## src/rtl/ifu_litebpu_pkg.sv

```systemverilog
// Shared widths, FSM state encodings and op1 selector for the IFU lite branch predictor.
package ifu_litebpu_pkg;

  localparam int BPU_PC_SIZE     = 32;
  localparam int BPU_XLEN        = 32;
  localparam int BPU_RFIDX_WIDTH = 5;

  typedef enum logic [1:0] {
    BPU_IDLE    = 2'b00,
    BPU_XN_WAIT = 2'b01,
    BPU_XN_RD   = 2'b10
  } bpu_state_e;

  typedef enum logic [1:0] {
    OP1_PC   = 2'b00,
    OP1_ZERO = 2'b01,
    OP1_X1   = 2'b10,
    OP1_RS1  = 2'b11
  } bpu_op1_sel_e;

endpackage

```

## src/rtl/ifu_bpu_adder.sv

```systemverilog
// Target adder: op1 mux followed by a PC_SIZE-wide wrap-around add of the immediate.
// Shared with the EXU branch resolver, so it carries no state.
module ifu_bpu_adder
  import ifu_litebpu_pkg::*;
#(
  parameter int PC_SIZE = BPU_PC_SIZE,
  parameter int XLEN    = BPU_XLEN
) (
  input  bpu_op1_sel_e       op1_sel,
  input  logic [PC_SIZE-1:0] pc,
  input  logic [XLEN-1:0]    x1_val,
  input  logic [XLEN-1:0]    rs1_val,
  input  logic [XLEN-1:0]    imm,
  output logic [PC_SIZE-1:0] sum
);

  logic [PC_SIZE-1:0] op1_s;

  // Operand 1 selection
  always_comb begin
    op1_s = {PC_SIZE{1'b0}};
    case (op1_sel)
      OP1_PC:   op1_s = pc;
      OP1_ZERO: op1_s = {PC_SIZE{1'b0}};
      OP1_X1:   op1_s = x1_val[PC_SIZE-1:0];
      OP1_RS1:  op1_s = rs1_val[PC_SIZE-1:0];
      default:  op1_s = {PC_SIZE{1'b0}};
    endcase
  end

  // Carry out is dropped on purpose: targets wrap around the address space
  always_comb begin
    sum = op1_s + imm[PC_SIZE-1:0];
  end

endmodule

```

## src/rtl/ifu_litebpu_seq.sv

```systemverilog
// Static branch predictor: same-cycle prediction for jal/bxx/jalr x0/x1, and a
// small FSM that sequences the register-file read for jalr through a general register.
module ifu_litebpu_seq
  import ifu_litebpu_pkg::*;
#(
  parameter int PC_SIZE     = BPU_PC_SIZE,
  parameter int XLEN        = BPU_XLEN,
  parameter int RFIDX_WIDTH = BPU_RFIDX_WIDTH
) (
  input  logic                   clk,
  input  logic                   rst_n,
  input  logic                   flush,
  input  logic [PC_SIZE-1:0]     pc,
  input  logic                   dec_i_valid,
  input  logic                   dec_jal,
  input  logic                   dec_jalr,
  input  logic                   dec_bxx,
  input  logic [XLEN-1:0]        dec_bjp_imm,
  input  logic [RFIDX_WIDTH-1:0] dec_jalr_rs1idx,
  input  logic                   oitf_empty,
  input  logic                   ir_empty,
  input  logic                   ir_rs1en,
  input  logic                   jalr_rs1idx_cam_irrdidx,
  input  logic [XLEN-1:0]        rf2bpu_x1,
  input  logic [XLEN-1:0]        rf2bpu_rs1,
  output logic                   bpu2rf_rs1_ena,
  output logic                   bpu_wait,
  output logic                   prdt_taken,
  output logic [PC_SIZE-1:0]     prdt_pc
);

  bpu_state_e         state_r;
  bpu_op1_sel_e       op1_sel_s;
  logic [PC_SIZE-1:0] sum_s;
  logic               rs1_is_x0_s;
  logic               rs1_is_x1_s;
  logic               jalr_x1_s;
  logic               jalr_xn_s;
  logic               x1_dep_s;
  logic               xn_dep_s;
  logic               port_busy_s;
  logic               xn_go_s;
  logic               rs1_ena_s;
  logic               wait_s;

  // Instruction classification and hazard terms
  always_comb begin
    rs1_is_x0_s = (dec_jalr_rs1idx == {RFIDX_WIDTH{1'b0}});
    rs1_is_x1_s = (dec_jalr_rs1idx == {{(RFIDX_WIDTH-1){1'b0}}, 1'b1});
    jalr_x1_s   = dec_i_valid & dec_jalr & rs1_is_x1_s;
    jalr_xn_s   = dec_i_valid & dec_jalr & ~rs1_is_x0_s & ~rs1_is_x1_s;
    x1_dep_s    = ~oitf_empty | (~ir_empty & jalr_rs1idx_cam_irrdidx);
    xn_dep_s    = ~oitf_empty | ~ir_empty;
    port_busy_s = ~ir_empty & ir_rs1en;
    xn_go_s     = ~xn_dep_s & ~port_busy_s;
  end

  // Operand 1 source for the target adder
  always_comb begin
    if (dec_jalr) begin
      if (rs1_is_x0_s) begin
        op1_sel_s = OP1_ZERO;
      end else if (rs1_is_x1_s) begin
        op1_sel_s = OP1_X1;
      end else begin
        op1_sel_s = OP1_RS1;
      end
    end else begin
      op1_sel_s = OP1_PC;
    end
  end

  ifu_bpu_adder #(
    .PC_SIZE (PC_SIZE),
    .XLEN    (XLEN)
  ) u_adder (
    .op1_sel (op1_sel_s),
    .pc      (pc),
    .x1_val  (rf2bpu_x1),
    .rs1_val (rf2bpu_rs1),
    .imm     (dec_bjp_imm),
    .sum     (sum_s)
  );

  // Stall and read-request decode per FSM state
  always_comb begin
    rs1_ena_s = 1'b0;
    wait_s    = 1'b0;
    case (state_r)
      BPU_IDLE: begin
        if (jalr_x1_s) begin
          wait_s = x1_dep_s;
        end else if (jalr_xn_s) begin
          wait_s    = 1'b1;
          rs1_ena_s = xn_go_s & ~flush;
        end else begin
          wait_s = 1'b0;
        end
      end
      BPU_XN_WAIT: begin
        if (dec_i_valid) begin
          wait_s    = 1'b1;
          rs1_ena_s = xn_go_s & ~flush;
        end else begin
          wait_s = 1'b0;
        end
      end
      BPU_XN_RD: begin
        wait_s    = 1'b0;
        rs1_ena_s = 1'b0;
      end
      default: begin
        wait_s    = 1'b0;
        rs1_ena_s = 1'b0;
      end
    endcase
  end

  // Prediction outputs; the read request is held off while reset is asserted
  always_comb begin
    bpu2rf_rs1_ena = rs1_ena_s & rst_n;
    bpu_wait       = wait_s;
    if (dec_i_valid) begin
      prdt_taken = dec_jal | dec_jalr | (dec_bxx & dec_bjp_imm[XLEN-1]);
      prdt_pc    = sum_s;
    end else begin
      prdt_taken = 1'b0;
      prdt_pc    = {PC_SIZE{1'b0}};
    end
  end

  // jalr operand fetch sequencer; flush overrides every transition
  always_ff @(posedge clk or negedge rst_n) begin
    if (!rst_n) begin
      state_r <= BPU_IDLE;
    end else if (flush) begin
      state_r <= BPU_IDLE;
    end else begin
      case (state_r)
        BPU_IDLE: begin
          if (jalr_xn_s) begin
            state_r <= xn_go_s ? BPU_XN_RD : BPU_XN_WAIT;
          end else begin
            state_r <= BPU_IDLE;
          end
        end
        BPU_XN_WAIT: begin
          if (!dec_i_valid) begin
            state_r <= BPU_IDLE;
          end else if (xn_go_s) begin
            state_r <= BPU_XN_RD;
          end else begin
            state_r <= BPU_XN_WAIT;
          end
        end
        BPU_XN_RD: state_r <= BPU_IDLE;
        default:   state_r <= BPU_IDLE;
      endcase
    end
  end

endmodule

```

## config.mk

```make
export PLATFORM = sky130hd
export DESIGN_NAME = ifu_litebpu_seq
export DESIGN_NICKNAME = d
export VERILOG_FILES = /design/src/rtl/ifu_litebpu_pkg.sv /design/src/rtl/ifu_bpu_adder.sv /design/src/rtl/ifu_litebpu_seq.sv
export SDC_FILE = /design/constraint.sdc
export NUM_CORES = 1
export LEC_CHECK = 0
export ABC_CLOCK_PERIOD_IN_PS = 7560
export BUFFER_PORTS_ARGS = -buffer_cell sky130_fd_sc_hd__buf_2
export CAP_MARGIN = 10
export CORE_ASPECT_RATIO = 1.5
export CORE_UTILIZATION = 40
export DETAILED_ROUTE_END_ITERATION = 7
export HOLD_SLACK_MARGIN = 0.05
export PLACE_DENSITY_LB_ADDON = 0.2
export SYNTH_ARGS = -nofsm -noshare
export SYNTH_HDL_FRONTEND = slang
export SYNTH_HIERARCHICAL = 1
export SYNTH_SLANG_ARGS = --single-unit
```

## constraint.sdc

```tcl
create_clock -name clk -period 7.56 [get_ports clk]
set_clock_uncertainty 0.1 [all_clocks]
set_input_delay 1.89 -clock clk [delete_from_list [all_inputs] [get_ports clk]]
set_output_delay 1.89 -clock clk [all_outputs]
set_load 0.01 [all_outputs]
```

Yosys cells after proc, flatten, opt, wreduce, memory -nomap -nowiden. Index checks and enable logic that the tools add are counted. Widths: inputs -> output; s select.

Bits in registers: 2. Input bits: 144. Output and inout port bits: 35.

$add $sub $neg: 1. Equality and inequality tests: 5. Mux-type cells: 19. Bitwise gates (word level): 21. Reductions and logical operators: 3.

Operator list (count): $pmux 32 s4 (1); $add 32x32->32 (1); $mux 32 (1); $mux 2 (6); $and 1x1->1 (10); $mux 1 (8); $not 1->1 (7); $eq 5x1->1 const B (1); $logic_not 5->1 (1); $eq 2x1->1 const B (2); $eq 2x2->1 const B (2); $logic_not 2->1 (2); $or 1x1->1 (4); $pmux 1 s2 (2); $pmux 2 s2 (1).

Depth between registers and ports, before layout.
Word-level depth: 9. Depth in mapped cells: 19. Depth with buffers taken out: 16.

Cells and area by module. Netlist, hierarchy kept.

Modules (own cells, without submodules): ifu_bpu_adder (instances 1, cells an instance 341, area each 2338.5 um2, seq. area each 0.0 um2); ifu_litebpu_seq (instances 1, cells an instance 58, area each 404.1 um2, seq. area each 50.0 um2).

Least setup slack after synthesis. Ideal clock, no wire load.

Path type: input to output. Start: in dec_jalr_rs1idx[4]. End: out prdt_pc[27]. Arrival: 5458 ps. Required time: 5570 ps. Slack: 112 ps. Stages: 17. Path through: nor4_1 > a21boi_0 > clkbuf_1 > and2_1 > clkbuf_1 > clkbuf_1 > nand2_1 > o21ai_0 > ha_1 > o21ai_2 > a211oi_2 > a21oi_2 > o41a_1 > a31o_1 > nor3b_1 > or4_1 > and2_1.

Elaborated cells between the ends (all ways): 12. Classes of those cells: add/sub: 1; eq/ne: 4; mux: 5; reduce/logical: 2.

RTL lines: start: declaration (line ifu_litebpu_seq.sv:19) `input logic [RFIDX_WIDTH-1:0] dec_jalr_rs1idx,`; $logic_not 5->1 (*) (line ifu_litebpu_seq.sv:48) `rs1_is_x0_s = (dec_jalr_rs1idx == {RFIDX_WIDTH{1'b0}});`; $mux 2 (*) (line ifu_litebpu_seq.sv:61) `if (rs1_is_x0_s) begin`; $mux 2 (*) (line ifu_litebpu_seq.sv:60) `if (dec_jalr) begin`; named net op1_sel_s[1] (line ifu_litebpu_seq.sv:33) `bpu_op1_sel_e op1_sel_s;`; $eq 2x2->1, or another cell as far along (line ifu_bpu_adder.sv:22) `case (op1_sel)`; $pmux 32 s4 (*) (line ifu_bpu_adder.sv:22); $add 32x32->32 (*) (line ifu_bpu_adder.sv:33) `sum = op1_s + imm[PC_SIZE-1:0];`; named net sum_s[27] (line ifu_litebpu_seq.sv:34) `logic [PC_SIZE-1:0] sum_s;`; $mux 32 (*) (line ifu_litebpu_seq.sv:123) `if (dec_i_valid) begin`; end: declaration (line ifu_litebpu_seq.sv:29) `output logic [PC_SIZE-1:0] prdt_pc`.

Mark *: on every way through the listed nets, which the timed path passes. The rest lies on a longest branch.

Final worst setup path.
Start: in dec_jalr_rs1idx[2]. End: out prdt_pc[27].

The elaborated chain is that of the path after synthesis.

==> metrics.txt <==
total core area=6580 um^2; drt pass-1 iters=5; vias=roughly 3,800; post-route DRC violation count=0; Syn Area/Cell=6.87 um^2; num ports=roughly 180; total CTS buffers=3; syn nets=578; Data arrival, critical path=5430 ps; largest family of logic cells by synthesized area=compound AO/OA/AOI/OAI gates; final standard cell area without fillers=between 4000 and 5000 um^2; Post-synth EDFFs=0; Primary FF master, synth=dfrtp_1; cts hold-fix bufs=0; max FFs per register=2; Fin. Hold Viols=0; TNS Setup=0 ps; CTS HTree Levels=1; Placement Setup Slack=-181 ps; largest net degree at the start of global routing=39; post-synthesis cell type count=49; cell row count=36; Total Wirelength=~10 mm; WL/cell=roughly 15 um; Critical Path RT=5570 ps; die area=just over 7000 um^2; Most flops, register=state_r; critical path type=input pin to output port; number of global-route vias before repair=3,359; LEAKAGE=about 2.3 nW; Yosys top cell by area=ha_1; Placed Cells=669; Die Y=103 um; Die Wd=roughly 70 um; port bufs=177; sequential element share of the synthesized area=around 1.8%; CTS clk-pin slew, worst paths=30 ps; worst-margin pin slew=567 ps; period utilization=98.2%; most heavily used metal layer in global routing=met2; Hold Crit Class=flop to flop; fin util=65.0%; Worst Slack Setup Final=between 100 and 150 ps; Setup violations, final=0; relative slew slack=slightly above 60%; adder-cell share of the synthesized area=between 10% and 20%; met2 Use GR=51.2%; Worst Setup Start Kind=input pin; DP Wirelength=8.13 mm; mux share of post-synthesis cell area=11.7%; grt ovf=0; placed cell areas=3960 um^2; Syn Std Cell Area=~2700 um^2; Cell Pwr Density=~110 nW/um^2; P&R area growth vs syn=55.8%; Vias/cell=5.45; GR Layer Usage met3=approximately 3.7%; n_diodes=0; YS warnings=6; Post-DRT Antenna Nets=0; clk sinks=2; Seq cells post-synth=2; Clock Tree Buf Depth=2; Max FO, Critical Path=5; final slew viol count=0; ys async rst share=100%; TritonCTS clock tree=yes; simple-gate share of the synthesized area=approximately a quarter; RSZ-0062 raised after global routing=yes; first-pass GRT wire length=around 15 mm; Worst-Skew Late Latency=200 ps; VDD IR max=approximately 0.000065 V; biggest regs=state_r x2; Compound-Gate Fraction of Synth Area=31.2%; Post-Layout Cell Count=689; post-synthesis xor/xnor area fraction=9.58%; nets@finish=794; outcome=completed; crit path capture type=output port; Final min period=7420 ps; total track usage=24.7%; share of cells above drive strength 1=between 40 and 50%; Register Area=50.0 um^2; M1 GR Usage=26.3%; Starting Density=41.7%; number of DRC markers in iteration 0=116; routability congestion estimate=0.915; Fmax=0.135 GHz; Synth area leaders=ha_1, mux2i_1, o21ai_0; Yosys top cell area share=between 10% and 20%; fill count=594; antenna violations before repair=0; Clock Root Buffer=clkbuf_8; multi-input logic area=about 2700 um^2; max-cap viol count=0; Syn Inst Count=399
==> area by class of cell <==
type	instances	share of cell area, %
Multi-Input combinational cell	368	63.6
Tap cell	76	2.22
Sequential cell	2	1.17
Timing Repair Buffer	231	31.2
Inverter	9	0.790
Clock buffer	3	0.966
==> worst paths after layout <==
check | slack, ps | cells after the start | from | to
worst max-delay path | 140 | 18 | dec_jalr_rs1idx[2] | prdt_pc[27]
worst min-delay path | 460 | 2 | state_r[0] | state_r[1]
worst max register to register | 6520 | 3 | state_r[1] | state_r[0]
worst min register to register | 460 | 2 | state_r[0] | state_r[1]
max in group asynchronous | 5880 | 1 | rst_n | state_r[1]
min in group asynchronous | 1370 | 1 | rst_n | state_r[0]
==> worst max-delay path, stage by stage <==
cell and delay, ps:
buf_2 120, nor4_4 290, buf_6 170, a21boi_4 100, buf_6 140, mux2i_1 130, nor2_1 50, a21o_1 180
ha_4 280, a211oi_2 70, o211ai_2 240, a21oi_2 100, o41a_1 460, a31o_1 270, nor3b_1 150, or4_1 510
and2_1 160, buf_2 130
==> cell usage in the layout, fill, tap and decap left out, drive strengths merged, types with 2 or more instances in the layout <==
cell | Yosys | layout
o21bai | 4 | 4
clkbuf | 22 | 3
nand3 | 6 | 6
nor2b | 4 | 4
a221oi | 2 | 2
nand2 | 53 | 53
and4 | 2 | 2
a21boi | 3 | 4
a31o | 3 | 3
ha | 34 | 34
and3 | 2 | 2
o211ai | 4 | 4
a31oi | 2 | 2
o21a | 5 | 5
o21ai | 49 | 49
buf | 1 | 231
xnor2 | 22 | 22
nor3b | 2 | 2
xor2 | 8 | 8
nor2 | 15 | 15
nand2b | 5 | 5
nand4 | 5 | 5
a311oi | 3 | 3
inv | 9 | 9
o41a | 3 | 3
a211oi | 5 | 5
dfrtp | 2 | 2
a21oi | 29 | 29
nand3b | 2 | 2
and2 | 34 | 36
a21o | 17 | 17
mux2i | 32 | 32
==> kinds of logic after synthesis <==
family | count (synthesis)
DFF | 2
adders and majority gates | 35
and+or+nand+nor | 135
buffers and inverters | 32
muxes | 32
xor gates and xnor gates | 30
AOI/OAI and AO/OA | 133
==> per-stage QoR <==
stage          power (mW)  hold slack, ps
6_report            0.462             459
5_1_grt             0.501             489
4_1_cts             0.438             466
3_5_place_dp        0.388             458
3_3_place_gp        0.383             437
2_1_floorplan       0.244             418
==> per-layer routing <==
layer / wire length [um] / up-vias
met5: 0 / -
met4: 184 / 0
met3: 663 / 19
met2: 5580 / 156
met1: 3860 / 1696
li1: - / 1881
==> timing repair <==
action | 4_1_cts | 5_1_grt
setup buffers | 8 | 7
pin swaps | 5 | 17
endpoints found under the setup margin | 4 | 10
gates resized for setup | 3 | 41
cloned | 0 | 3
==> cells in the mapped netlist, drive strengths merged (3+ instances only) <==
library cell,count
nor2b,4
o21bai,4
xor2,8
a311oi,3
nand4,5
nand2b,5
ha,34
a21boi,3
a31o,3
clkbuf,22
o21ai,49
o211ai,4
o41a,3
a21oi,29
and2,34
nand3,6
mux2i,32
nand2,53
xnor2,22
nor2,15
a21o,17
inv,9
a211oi,5
o21a,5
==> report_power, final <==
| group | internal (mW) | leakage (nW) | switching [mW] |
|---|---|---|---|
| clock | 0.0336 | 0.0216 | 0.00713 |
| sequential | 0.0111 | 0.0274 | 0.000230 |
| combinational | 0.206 | 2.22 | 0.204 |
| total | 0.251 | 2.27 | 0.211 |
(Power assumes the default switching activity.)
